$ cat src/rtl/maf_pkg.sv
// Shared constants and types for the fused multiply-add pipeline sequencer.
// Stage indices follow the datapath order T1 .. T5.
package maf_pkg;

    localparam int STAGES = 6;
    localparam int CONT_W = 3;
    localparam int TAG_W  = 4;

    localparam int ST_T1   = 0;
    localparam int ST_T2   = 1;
    localparam int ST_T3   = 2;
    localparam int ST_T4_1 = 3;
    localparam int ST_T4_2 = STAGES - 2;
    localparam int ST_T5   = STAGES - 1;

    localparam logic [1:0] ESH_XNORM = 2'b11;

    typedef logic [CONT_W-1:0] cont_t;
    typedef logic [TAG_W-1:0]  tag_t;

    typedef struct packed {
        logic  vld;
        cont_t cont;
        tag_t  tag;
    } slot_t;

    function automatic logic is_xnorm(input logic [1:0] esh);
        return esh == ESH_XNORM;
    endfunction

endpackage

$ cat src/rtl/maf_pipe_ctrl_if.sv
// Issue and result handshakes of the FMA sequencer.
// The slave side is the controller; the master side is issue logic plus result consumer.
interface maf_pipe_ctrl_if
    import maf_pkg::*;
();
    logic  in_valid;
    logic  in_ready;
    cont_t in_cont;
    tag_t  in_tag;
    logic  out_valid;
    logic  out_ready;
    cont_t out_cont;
    tag_t  out_tag;

    modport master (
        output in_valid, in_cont, in_tag, out_ready,
        input  in_ready, out_valid, out_cont, out_tag
    );

    modport slave (
        input  in_valid, in_cont, in_tag, out_ready,
        output in_ready, out_valid, out_cont, out_tag
    );
endinterface

$ cat src/rtl/maf_stage_slot.sv
// Shadow of one datapath stage: valid bit plus the cont/tag travelling with the op.
// Flush only drops the valid bit; cont/tag are don't-care once invalid.
module maf_stage_slot
    import maf_pkg::*;
(
    input  logic  clk,
    input  logic  rst,
    input  logic  flush,
    input  logic  load,
    input  logic  free,
    input  cont_t cont_in,
    input  tag_t  tag_in,
    output slot_t slot
);

    slot_t slot_q, slot_d;

    always_comb begin
        slot_d = slot_q;
        if (flush) begin
            slot_d.vld = 1'b0;
        end else if (load) begin
            slot_d.vld  = 1'b1;
            slot_d.cont = cont_in;
            slot_d.tag  = tag_in;
        end else if (free) begin
            slot_d.vld = 1'b0;
        end
    end

    always_ff @(posedge clk) begin
        if (rst) begin
            slot_q <= '0;
        end else begin
            slot_q <= slot_d;
        end
    end

    assign slot = slot_q;

endmodule

$ cat src/rtl/maf_pipe_ctrl.sv
// Sequencer for the FMA pipeline: advance chain, load enables, backpressure,
// flush and the extra T5 normalization cycle on a secondary shift.
module maf_pipe_ctrl
    import maf_pkg::*;
(
    input  logic              clk,
    input  logic              rst,
    maf_pipe_ctrl_if.slave    bus,
    input  logic              flush,
    input  logic [1:0]        esh_t4_2,
    output logic [STAGES-1:0] stage_en,
    output logic [STAGES-1:0] stage_vld,
    output cont_t             cont_t4_2,
    output logic [2:0]        inflight,
    output logic              busy
);

    slot_t             slots [STAGES];
    logic [STAGES-1:0] vld, adv, en;
    logic              gate, hold, out_valid_c, in_ready_c, fire_out, accept;
    logic              xnorm_q, xnorm_d;
    logic [2:0]        inflight_q, inflight_d;

    // Advance chain runs from T5 backwards so a free slot anywhere lets bubbles collapse.
    always_comb begin
        adv         = '0;
        en          = '0;
        gate        = !rst && !flush;
        hold        = vld[ST_T5] && xnorm_q;
        out_valid_c = gate && vld[ST_T5] && !hold;
        fire_out    = out_valid_c && bus.out_ready;
        adv[ST_T5]  = !vld[ST_T5] || fire_out;
        for (int i = STAGES - 2; i >= 0; i--) begin
            adv[i] = !vld[i] || adv[i+1];
        end
        in_ready_c = gate && adv[0];
        accept     = bus.in_valid && in_ready_c;
        en[0]      = accept;
        for (int i = 1; i < STAGES; i++) begin
            en[i] = gate && vld[i-1] && adv[i];
        end
    end

    for (genvar g = 0; g < STAGES; g++) begin : g_slot
        cont_t c_in;
        tag_t  t_in;
        if (g == 0) begin : g_head
            assign c_in = bus.in_cont;
            assign t_in = bus.in_tag;
        end else begin : g_body
            assign c_in = slots[g-1].cont;
            assign t_in = slots[g-1].tag;
        end
        maf_stage_slot u_slot (
            .clk     (clk),
            .rst     (rst),
            .flush   (flush),
            .load    (en[g]),
            .free    (adv[g]),
            .cont_in (c_in),
            .tag_in  (t_in),
            .slot    (slots[g])
        );
        assign vld[g] = slots[g].vld;
    end

    // The secondary-shift flag lives for exactly one cycle of T5 occupancy.
    always_comb begin
        xnorm_d    = xnorm_q;
        inflight_d = inflight_q + {2'b00, accept} - {2'b00, fire_out};
        if (flush) begin
            xnorm_d    = 1'b0;
            inflight_d = 3'd0;
        end else if (en[ST_T5]) begin
            xnorm_d = is_xnorm(esh_t4_2);
        end else if (vld[ST_T5]) begin
            xnorm_d = 1'b0;
        end
    end

    always_ff @(posedge clk) begin
        if (rst) begin
            xnorm_q    <= 1'b0;
            inflight_q <= 3'd0;
        end else begin
            xnorm_q    <= xnorm_d;
            inflight_q <= inflight_d;
        end
    end

    assign bus.in_ready  = in_ready_c;
    assign bus.out_valid = out_valid_c;
    assign bus.out_cont  = slots[ST_T5].cont;
    assign bus.out_tag   = slots[ST_T5].tag;
    assign stage_en      = en;
    assign stage_vld     = vld;
    assign cont_t4_2     = slots[ST_T4_2].cont;
    assign inflight      = inflight_q;
    assign busy          = inflight_q != 3'd0;

endmodule
$ cat src/flat_wrapper.sv
// flat-port wrapper written by rule: the top's interface ports become plain ports
module maf_pipe_ctrl_flat import maf_pkg::*;
  (clk, rst, flush, esh_t4_2, stage_en, stage_vld, cont_t4_2, inflight, busy, bus_in_valid, bus_in_cont, bus_in_tag, bus_out_ready, bus_in_ready, bus_out_valid, bus_out_cont, bus_out_tag);
  maf_pipe_ctrl_if bus_i ();
  input  logic clk;
  input  logic rst;
  input  logic flush;
  input  logic [1:0] esh_t4_2;
  output logic [STAGES-1:0] stage_en;
  output logic [STAGES-1:0] stage_vld;
  output cont_t cont_t4_2;
  output logic [2:0] inflight;
  output logic busy;
  input wire logic [$bits(bus_i.in_valid)-1:0] bus_in_valid;
  input wire logic [$bits(bus_i.in_cont)-1:0] bus_in_cont;
  input wire logic [$bits(bus_i.in_tag)-1:0] bus_in_tag;
  input wire logic [$bits(bus_i.out_ready)-1:0] bus_out_ready;
  output wire logic [$bits(bus_i.in_ready)-1:0] bus_in_ready;
  output wire logic [$bits(bus_i.out_valid)-1:0] bus_out_valid;
  output wire logic [$bits(bus_i.out_cont)-1:0] bus_out_cont;
  output wire logic [$bits(bus_i.out_tag)-1:0] bus_out_tag;
  assign bus_i.in_valid = bus_in_valid;
  assign bus_i.in_cont = bus_in_cont;
  assign bus_i.in_tag = bus_in_tag;
  assign bus_i.out_ready = bus_out_ready;
  assign bus_in_ready = bus_i.in_ready;
  assign bus_out_valid = bus_i.out_valid;
  assign bus_out_cont = bus_i.out_cont;
  assign bus_out_tag = bus_i.out_tag;
  maf_pipe_ctrl u_core (.clk(clk), .rst(rst), .bus(bus_i), .flush(flush), .esh_t4_2(esh_t4_2), .stage_en(stage_en), .stage_vld(stage_vld), .cont_t4_2(cont_t4_2), .inflight(inflight), .busy(busy));
endmodule
$ cat config.mk
export PLATFORM = sky130hd
export DESIGN_NAME = maf_pipe_ctrl_flat
export DESIGN_NICKNAME = d
export VERILOG_FILES = /design/src/rtl/maf_pkg.sv /design/src/rtl/maf_pipe_ctrl_if.sv /design/src/rtl/maf_stage_slot.sv /design/src/rtl/maf_pipe_ctrl.sv /design/src/flat_wrapper.sv
export SDC_FILE = /design/constraint.sdc
export NUM_CORES = 1
export LEC_CHECK = 0
export CAP_MARGIN = 10
export CORE_ASPECT_RATIO = 1.75
export CORE_MARGIN = 4
export CORE_UTILIZATION = 55
export CTS_CLUSTER_DIAMETER = 120
export CTS_CLUSTER_SIZE = 16
export DETAILED_ROUTE_END_ITERATION = 10
export HOLD_SLACK_MARGIN = 0.08
export PLACE_DENSITY = 0.88
export SLEW_MARGIN = 20
export SYNTH_ARGS = -nofsm -noshare
export SYNTH_HDL_FRONTEND = slang
export SYNTH_HIERARCHICAL = 1
export SYNTH_SLANG_ARGS = --single-unit
$ cat constraint.sdc
create_clock -name clk -period 5.1 [get_ports clk]
set_input_delay 0.51 -clock clk [delete_from_list [all_inputs] [get_ports clk]]
set_output_delay 0.51 -clock clk [all_outputs]
set_load 0.03 [all_outputs]
==> run_results.csv, run 1 <==
group,metric,value,unit
outcome,status,"finished clean",
placement,place_inst,335,
synth,synth_xor_area_share,0.694,%
global_route,grt-ovfl-total,0,
sta,tightest_slew,0.750,ns
global_route,grt_pass1_wl,8430,µm
drt,routed_wl,4820,µm
clock_network,cts_tree,"built",
sta,hold_viol,0,
die,dieArea,5780,µm²
sta,setup-tns-final,0,ns
setup_path,cp_cell_sequence,"clkdlybuf4s50_1, or4b_4, nand3_1, and3_1, clkdlybuf4s50_1",
sta,final_max_slew_viol_count,0,
setup_path,rr_worst_depth,11,
sta,skew,0.0121,ns
synth,synthAdderAreaFrac,1.79,%
synth,synth_seq_area_share,41.3,%
clock_network,cts_resized,0,
synth,avgSynthCellArea,10.1,µm²
finish,drive_gt1_share,11.6,%
clock_network,cts_buffers,5,
die,die_h,97.6,µm
global_route,grt.total_usage,18.2,%
clock_network,htree_num_levels,2,
hold_path,min_path_cells,2,
drt,num_vias,1915,
setup_path,path_max_fanout,10,
placement,gp_congestion,0.762,
finish,final_cell_count_no_fill,343,
drt,antenna_left,0,
clock_network,clock-sinks,52,
finish,mostFrequentLayoutCells,"52 x dfxtp_1, 43 x nand2b_1, 42 x nand4bb_1",
clock_network,clk_latency,0.31,ns
clock_network,cts_hold_buf,0,
setup_path,cp-end-kind,"primary output",
drt,via_per_inst,5.58,
drt,wire_per_inst,14.1,µm
setup_path,worst_ep_arrival_time,2.98,ns
finish,layout.nets,308,
die,start_util,57.3,%
placement,dpl.hpwl,3260,µm
placement,port_buffers,41,
setup_path,critPathSlowestCell,"clkdlybuf4s50_1",
finish,antennaDiodeCount,0,
sta,period_share,68.5,%
placement,place_ws,1.62,ns
die,core,4400,µm²
finish,post-route-util,70.4,%
synth,ys_ff_latch,52,
synth,netlist_instances,249,
die,chipWidth,59.2,µm
synth,syn_area,2520,µm²
sta,post-route-min-period,3.49,ns
clock_network,postCtsSetupRepairBufs,0,
synth,synth_fp_nets,266,
power,powerDensity,258,nW/µm²
drt,drc,0,
setup_path,cpPeakStageDelay,0.75,ns
setup_path,cp.required,4.59,ns
synth,synth_top_family_by_area,"simple AND/OR/NAND/NOR gates",
sta,rsz0062_at_grt,"false",
setup_path,crit_type,"input port to primary output",
synth,yosys.area_share.simple,41.3,%
sta,whs,0.466,ns
job,maxCapViolations,0,
sta,max-slew-margin-rel,50.0,%
synth,synth-compound-area-share,12.6,%
die,io_pins,42,
finish,mostFrequentLayoutCell,"dfxtp_1",
die,fp-row-count,32,
clock_network,root_buffer,"clkbuf_8",
drt,drt_iter0_drc,51,
clock_network,clk_pin_slew_worst_paths,0.08,ns
sta,max_freq,286,MHz
synth,synthMuxAreaShare,0,%
sta,setup_ws,1.61,ns
finish,syn_to_final_growth,22.9,%
finish,fillers,341,
drt,dr.pass1.iters,4,
synth,synth_warnings,6,
synth,synth_cell_types,31,
hold_path,hp-class,"register to register",
global_route,antenna_found_initial,0,
sta,setup_viol,0,
global_route,grt_pass1_vias,1839,
setup_path,startpoint_type,"input port",
clock_network,clockBufferDepth,2,
power,vdd_drop_max,0.000226,V
global_route,grt_max_degree,85,
power,p_leak,1.06,nW
setup_path,crit_path_frequent_cell,"clkdlybuf4s50_1",
## per-stage QoR
| stage | instance area [µm²] | power, W |
|---|---|---|
| final | 3100 | 0.000801 |
| after global routing | 3100 | 0.000831 |
| after CTS | 3100 | 0.000810 |
| after detailed placement | 2960 | 0.000472 |
| after global placement | 2960 | 0.000472 |
| after floorplan | 2520 | 0.000450 |
## worst paths after layout
| check | slack (ns) | from | to |
|---|---|---|---|
| min | 0.47 | u_core/g_slot[0].u_slot/slot[4] | u_core/g_slot[0].u_slot/slot[4] |
| max reg2reg | 2.55 | u_core/xnorm_q | u_core/inflight[2] |
| min reg2reg | 0.47 | u_core/g_slot[0].u_slot/slot[4] | u_core/g_slot[0].u_slot/slot[4] |
| max | 1.61 | flush | stage_en[1] |
## synthesized netlist by cell type
| cell | count | area [µm²] |
|---|---|---|
| a21oi_1 | 2 | 10.0 |
| and2_1 | 2 | 12.5 |
| and2b_4 | 6 | 60.1 |
| and3_1 | 5 | 31.3 |
| and4_1 | 1 | 8.76 |
| buf_2 | 6 | 30.0 |
| buf_4 | 1 | 7.51 |
| buf_6 | 1 | 11.3 |
| clkbuf_1 | 1 | 3.75 |
| dfxtp_1 | 52 | 1040 |
| fa_1 | 1 | 20.0 |
| ha_1 | 2 | 25.0 |
| inv_1 | 2 | 7.51 |
| nand2_1 | 4 | 15.0 |
| nand2b_1 | 43 | 269 |
| nand3_1 | 3 | 15.0 |
| nand3_2 | 1 | 10.0 |
| nand4_2 | 1 | 12.5 |
| nand4_4 | 1 | 21.3 |
| nand4bb_1 | 42 | 473 |
| nor2_1 | 10 | 37.5 |
| nor2b_1 | 6 | 37.5 |
| nor3_1 | 2 | 10.0 |
| o21a_1 | 7 | 52.6 |
| o21ai_1 | 30 | 150 |
| o21ai_2 | 12 | 105 |
| or2b_1 | 1 | 7.51 |
| or3_1 | 1 | 6.26 |
| or4b_4 | 1 | 13.8 |
| xnor2_1 | 1 | 8.76 |
| xor2_1 | 1 | 8.76 |
## cell families (layout without fill, tap and decap cells)
| family | Yosys count | count (layout) |
|---|---|---|
| adder cells (fa/ha/maj) | 3 | 3 |
| XOR/XNOR | 2 | 2 |
| buffers and inverters | 11 | 54 |
| AO/OA/AOI/OAI | 51 | 51 |
| flip-flops | 52 | 52 |
| AND/OR/NAND/NOR | 130 | 130 |
## power breakdown
group / switching (W) / internal [W]
combinational: 0.0000236 / 0.0000311
sequential: 0.000000961 / 0.000407
clock: 0.000141 / 0.000197
## flip-flops by register name, summed over array words and instances (netlist names)
register / cells
u_core/inflight: 3
u_core/g_slot.u_slot/slot: 48
u_core/xnorm_q: 1
## layer usage
metal	vias up	GRT usage, %	routed length, µm
li1	988	-	-
met1	891	21.7	1950
met2	31	31.1	2640
met3	5	3.86	170
met4	0	6.28	54
met5	-	0	0
## critical path, delay by kind of cell
kind / cells / cell delay [ns]
buffers and inverters: 2 / 1.32
and+or+nand+nor: 3 / 1.15
## area by class of cell
cell class | instances | area [µm²] | area share, %
sequential | 52 | 1040 | 33.6
clock buffer | 5 | 68.8 | 2.22
multi-input combinational | 186 | 1420 | 45.9
timing repair buffer | 44 | 428 | 13.8
inverter | 2 | 7.51 | 0.242
clock inverter | 3 | 68.8 | 2.22
tap | 51 | 63.8 | 2.06
Power figures use the tool's default switching activity.
==> run 2, diff against run 1 <==
--- a/config.mk
+++ b/config.mk
@@ -8,12 +8,12 @@
 export CAP_MARGIN = 10
 export CORE_ASPECT_RATIO = 1.75
 export CORE_MARGIN = 4
-export CORE_UTILIZATION = 55
+export CORE_UTILIZATION = 53
 export CTS_CLUSTER_DIAMETER = 120
 export CTS_CLUSTER_SIZE = 16
 export DETAILED_ROUTE_END_ITERATION = 10
 export HOLD_SLACK_MARGIN = 0.08
-export PLACE_DENSITY = 0.88
+export PLACE_DENSITY = 0.86
 export SLEW_MARGIN = 20
 export SYNTH_ARGS = -nofsm -noshare
 export SYNTH_HDL_FRONTEND = slang
==> constraint.sdc (replaced) <==
create_clock -name clk -period 3.42 [get_ports clk]
set_input_delay 0.342 -clock clk [delete_from_list [all_inputs] [get_ports clk]]
set_output_delay 0.342 -clock clk [all_outputs]
set_load 0.03 [all_outputs]
==> run_results.csv, run 2 (synthesis results as in run 1) <==
group,metric,value,unit
outcome,status,"finished clean",
clock_network,cts_tree,"built",
sta,period_share,80.0,%
die,core,4670,µm²
setup_path,worst_ep_arrival_time,2.89,ns
die,fp-row-count,33,
power,powerDensity,347,nW/µm²
placement,dpl.hpwl,3360,µm
finish,mostFrequentLayoutCell,"dfxtp_1",
die,dieArea,5970,µm²
clock_network,clock-sinks,52,
global_route,grt-ovfl-total,0,
finish,layout.nets,309,
placement,port_buffers,41,
sta,tightest_slew,0.641,ns
clock_network,root_buffer,"clkbuf_8",
sta,max-slew-margin-rel,57.3,%
sta,skew,0.00553,ns
finish,antennaDiodeCount,0,
clock_network,cts_resized,0,
die,chipWidth,60.2,µm
power,vdd_drop_max,0.000356,V
clock_network,cts_buffers,5,
setup_path,cp_cell_sequence,"clkdlybuf4s50_1, or4b_4, nand4_4, nand3_1, ha_1, inv_1, ha_1, inv_1, fa_1, xor2_1, xnor2_1, nor3_1",
clock_network,clockBufferDepth,2,
finish,mostFrequentLayoutCells,"52 x dfxtp_1, 43 x nand2b_1, 42 x nand4bb_1",
sta,final_max_slew_viol_count,0,
drt,num_vias,1904,
setup_path,critPathSlowestCell,"or4b_4",
sta,post-route-min-period,2.73,ns
global_route,antenna_found_initial,0,
setup_path,cp-end-kind,"register",
finish,largest_register_ffs,48,
setup_path,startpoint_type,"input port",
clock_network,postCtsSetupRepairBufs,0,
power,power.total,0.00106,W
setup_path,cp.required,3.58,ns
drt,routed_wl,4970,µm
drt,drt_iter0_drc,69,
setup_path,crit_type,"input port to register",
sta,rsz0062_at_grt,"false",
setup_path,cpPeakStageDelay,0.54,ns
setup_path,path_max_fanout,6,
drt,drc,0,
die,die_h,99.3,µm
sta,setup-tns-final,0,ns
hold_path,hp-class,"register to register",
drt,dr.pass1.iters,4,
global_route,grt.total_usage,17.9,%
clock_network,clk_latency,0.30,ns
job,maxCapViolations,0,
clock_network,clk_pin_slew_worst_paths,0.09,ns
drt,antenna_left,0,
global_route,grt_max_degree,94,
die,io_pins,42,
finish,syn_to_final_growth,20.9,%
placement,gp_congestion,0.851,
finish,drive_gt1_share,14.0,%
power,p_leak,1.06,nW
global_route,grt_pass1_wl,8420,µm
clock_network,cts_hold_buf,0,
sta,max_freq,366,MHz
global_route,grt_pass1_vias,1838,
sta,setup_viol,0,
drt,via_per_inst,5.53,
drt,wire_per_inst,14.4,µm
die,start_util,54.1,%
clock_network,htree_num_levels,2,
sta,hold_viol,0,
==> run 2: changes by cell type in the layout (fill, tap and decap cells not counted) <==
| cell | change |
|---|---|
| buf_4 | +8 |
| clkdlybuf4s50_1 | -7 |
| bufinv_16 | -2 |
| clkbuf_8 | +2 |
| inv_6 | -1 |
==> run 2: where the power goes <==
part	leakage [nW]	total, W	internal (W)	switching [W]
clock	0.0503	0.000369	0.000181	0.000189
combinational	0.594	0.0000812	0.0000462	0.0000351
sequential	0.419	0.000609	0.000607	0.00000145
==> run 2: per-layer routing <==
layer | track usage (%) | share of wire (%)
met1 | 20.8 | 42
met2 | 31.0 | 54
met3 | 4.55 | 3.5
met4 | 5.46 | 1.1
met5 | 0 | 0
==> run 2: area by class of cell <==
type                            instances  area [µm²]
Sequential cell                        52        1040
Timing Repair Buffer                   45         418
Inverter                                2        7.51
Clock buffer                            7        96.3
Multi-Input combinational cell        186        1420
Fill cell                             394        1620
Tap cell                               52        65.1
==> run 2: final timing paths <==
path / startpoint / to / slack, ns / depth (start not counted)
hold / removal: u_core/g_slot[5].u_slot/slot[1] / u_core/g_slot[5].u_slot/slot[1] / 0.46 / 2
setup reg to reg: u_core/xnorm_q / u_core/inflight[2] / 0.82 / 11
setup / recovery: bus_out_ready / u_core/inflight[2] / 0.69 / 12
hold reg to reg: u_core/g_slot[5].u_slot/slot[1] / u_core/g_slot[5].u_slot/slot[1] / 0.46 / 2
==> run 2: worst max-delay path: cells and delay by family <==
family        cells  cell delay, ns
xor+xnor          2            0.32
buf+inv           3            0.62
simple gates      4            0.82
fa+ha+maj         3            0.80
==> run 2: through the flow <==
stage,cell area [µm²],hold WS (ns),cells,setup WS [ns],util [%]
after detailed placement,2950,0.452,337,0.380,63.3
after CTS,3050,0.468,344,0.697,65.4
after global routing,3050,0.481,344,0.562,65.4
after global placement,2950,0.452,337,0.429,63.3
after floorplan,2520,0.413,249,0.922,-
final,3050,0.465,344,0.685,65.4
==> run 3, diff against run 2 <==
--- a/config.mk
+++ b/config.mk
@@ -8,12 +8,12 @@
 export CAP_MARGIN = 10
 export CORE_ASPECT_RATIO = 1.75
 export CORE_MARGIN = 4
-export CORE_UTILIZATION = 53
+export CORE_UTILIZATION = 48
 export CTS_CLUSTER_DIAMETER = 120
 export CTS_CLUSTER_SIZE = 16
 export DETAILED_ROUTE_END_ITERATION = 10
 export HOLD_SLACK_MARGIN = 0.08
-export PLACE_DENSITY = 0.86
+export PLACE_DENSITY = 0.82
 export SLEW_MARGIN = 20
 export SYNTH_ARGS = -nofsm -noshare
 export SYNTH_HDL_FRONTEND = slang
==> constraint.sdc (replaced) <==
create_clock -name clk -period 2.35 [get_ports clk]
set_input_delay 0.235 -clock clk [delete_from_list [all_inputs] [get_ports clk]]
set_output_delay 0.235 -clock clk [all_outputs]
set_load 0.03 [all_outputs]
==> run_results.csv, run 3 (synthesis results as in run 1) <==
group,metric,value,unit
power,p_leak,1.17,nW
finish,largest_register_ffs,48,
sta,whs,0.465,ns
clock_network,clock-sinks,52,
sta,rsz0062_at_grt,"true",
placement,dpl.hpwl,3390,µm
drt,met1_length,2120,µm
setup_path,regToRegSetupSlack,0.002,ns
setup_path,crit_end,"u_core/inflight[2]",
clock_network,clk_pin_slew_worst_paths,0.09,ns
setup_path,rr_worst_depth,11,
clock_network,root_buffer,"clkbuf_8",
outcome,status,"finished clean",
drt,drc,0,
finish,syn_to_final_growth,28.3,%
global_route,grt_pass1_wl,8580,µm
sta,post-route-min-period,2.35,ns
finish,final_cell_area,3240,µm²
drt,antenna_left,0,
finish,final_cell_count_no_fill,362,
drt,via_per_inst,5.37,
drt,met2WireLength,2560,µm
finish,mostFrequentLayoutCell,"dfxtp_1",
die,io_pins,42,
setup_path,crit_type,"register to register",
setup_path,path_max_fanout,2,
drt,routed_wl,4890,µm
clock_network,clk_latency,0.30,ns
sta,tightest_slew,0.631,ns
placement,port_buffers,41,
setup_path,cp-end-kind,"register",
placement,gp_congestion,0.828,
sta,final_max_slew_viol_count,0,
drt,dr.pass1.iters,4,
clock_network,clockBufferDepth,2,
setup_path,r2r-end,"u_core/inflight[2]",
setup_path,cp.required,2.51,ns
setup_path,r2r-start,"u_core/xnorm_q",
hold_path,hp-class,"register to register",
die,fp-row-count,34,
die,die_h,104,µm
clock_network,htree_num_levels,2,
placement,place_inst,354,
drt,wire_per_inst,13.5,µm
power,powerDensity,530,nW/µm²
setup_path,startpoint,"u_core/xnorm_q",
global_route,grt_pass1_vias,1882,
drt,drt_iter0_drc,65,
global_route,antenna_found_initial,0,
setup_path,startpoint_type,"register",
drt,num_vias,1943,
global_route,grt.total_usage,15.8,%
placement,place_area,3090,µm²
finish,mostFrequentLayoutCells,"49 x dfxtp_1, 43 x nand2b_1, 42 x nand4bb_1",
die,core,5020,µm²
sta,setup_viol,0,
die,start_util,50.2,%
drt,route.met3.wl,155,µm
finish,antennaDiodeCount,0,
die,dieArea,6520,µm²
finish,post-route-util,64.5,%
global_route,grt_max_degree,93,
finish,drive_gt1_share,21.4,%
die,chipWidth,62.8,µm
power,vdd_drop_max,0.000458,V
sta,max_freq,426,MHz
sta,max-slew-margin-rel,58.0,%
job,maxCapViolations,0,
global_route,grt-ovfl-total,0,
finish,layout.nets,325,
clock_network,cts_buffers,5,
setup_path,worst_ep_arrival_time,2.51,ns
sta,skew,0.00957,ns
drt,top_layer_used,"met4",
clock_network,cts_tree,"built",
sta,period_share,99.9,%
power,power.total,0.00171,W
sta,hold_viol,0,
-- run 3: worst min path at each step --
stage	startpoint	end	slack (ns)	cells past startpoint
final	u_core/g_slot[5].u_slot/slot[2]	u_core/g_slot[5].u_slot/slot[2]	0.47	2
after global placement	u_core/g_slot[1].u_slot/slot[1]	u_core/g_slot[1].u_slot/slot[1]	0.45	2
after global routing	u_core/g_slot[5].u_slot/slot[4]	u_core/g_slot[5].u_slot/slot[4]	0.48	2
after floorplan	flush	u_core/inflight[1]	0.31	1
after CTS	u_core/g_slot[5].u_slot/slot[2]	u_core/g_slot[5].u_slot/slot[2]	0.47	2
after detailed placement	u_core/g_slot[5].u_slot/slot[2]	u_core/g_slot[5].u_slot/slot[2]	0.45	2
-- run 3: through the flow --
stage | setup WS, ns | TNS [ns]
global route | -0.0632 | -0.0632
floorplan | -0.0436 | -0.0436
detailed placement | -0.512 | -0.877
global placement | -0.413 | -0.689
finish | 0.00200 | 0
CTS | 0.0239 | 0
-- run 3: what timing repair did --
item	CTS	global route
setup buffers	1	0
pin swaps	4	0
endpoints found under the setup margin	2	2
resized for setup	4	2
hold buffers	0	0
-- run 3: worst max-delay path, cell delays in order, from the launching register on --
cell	delay, ns
dfxtp_2	0.33
or4b_4	0.50
nand4_4	0.09
nand3_2	0.09
ha_4	0.23
inv_1	0.06
ha_1	0.15
inv_2	0.04
fa_2	0.35
xor2_1	0.17
xnor2_1	0.14
nor3_1	0.06
-- run 3: per-layer routing --
metal,vias up,GRT usage (%)
met5,-,0
met2,30,28.6
li1,1016,-
met4,0,4.27
met3,4,3.57
met1,893,18.4
-- run 3: final cells by class --
cell class | instances | area, µm²
fill | 439 | 1780
multi-input combinational | 186 | 1440
sequential | 52 | 1040
timing repair buffer | 61 | 546
clock buffer | 5 | 68.8
tap | 54 | 67.6
clock inverter | 2 | 60.1
inverter | 2 | 7.51
-- run 3: where the power goes --
group          switching [W]  total (W)  internal (W)  leakage [nW]
clock               0.000283   0.000702      0.000419        0.0642
combinational      0.0000534   0.000127     0.0000735         0.683
sequential        0.00000205   0.000886      0.000884         0.421
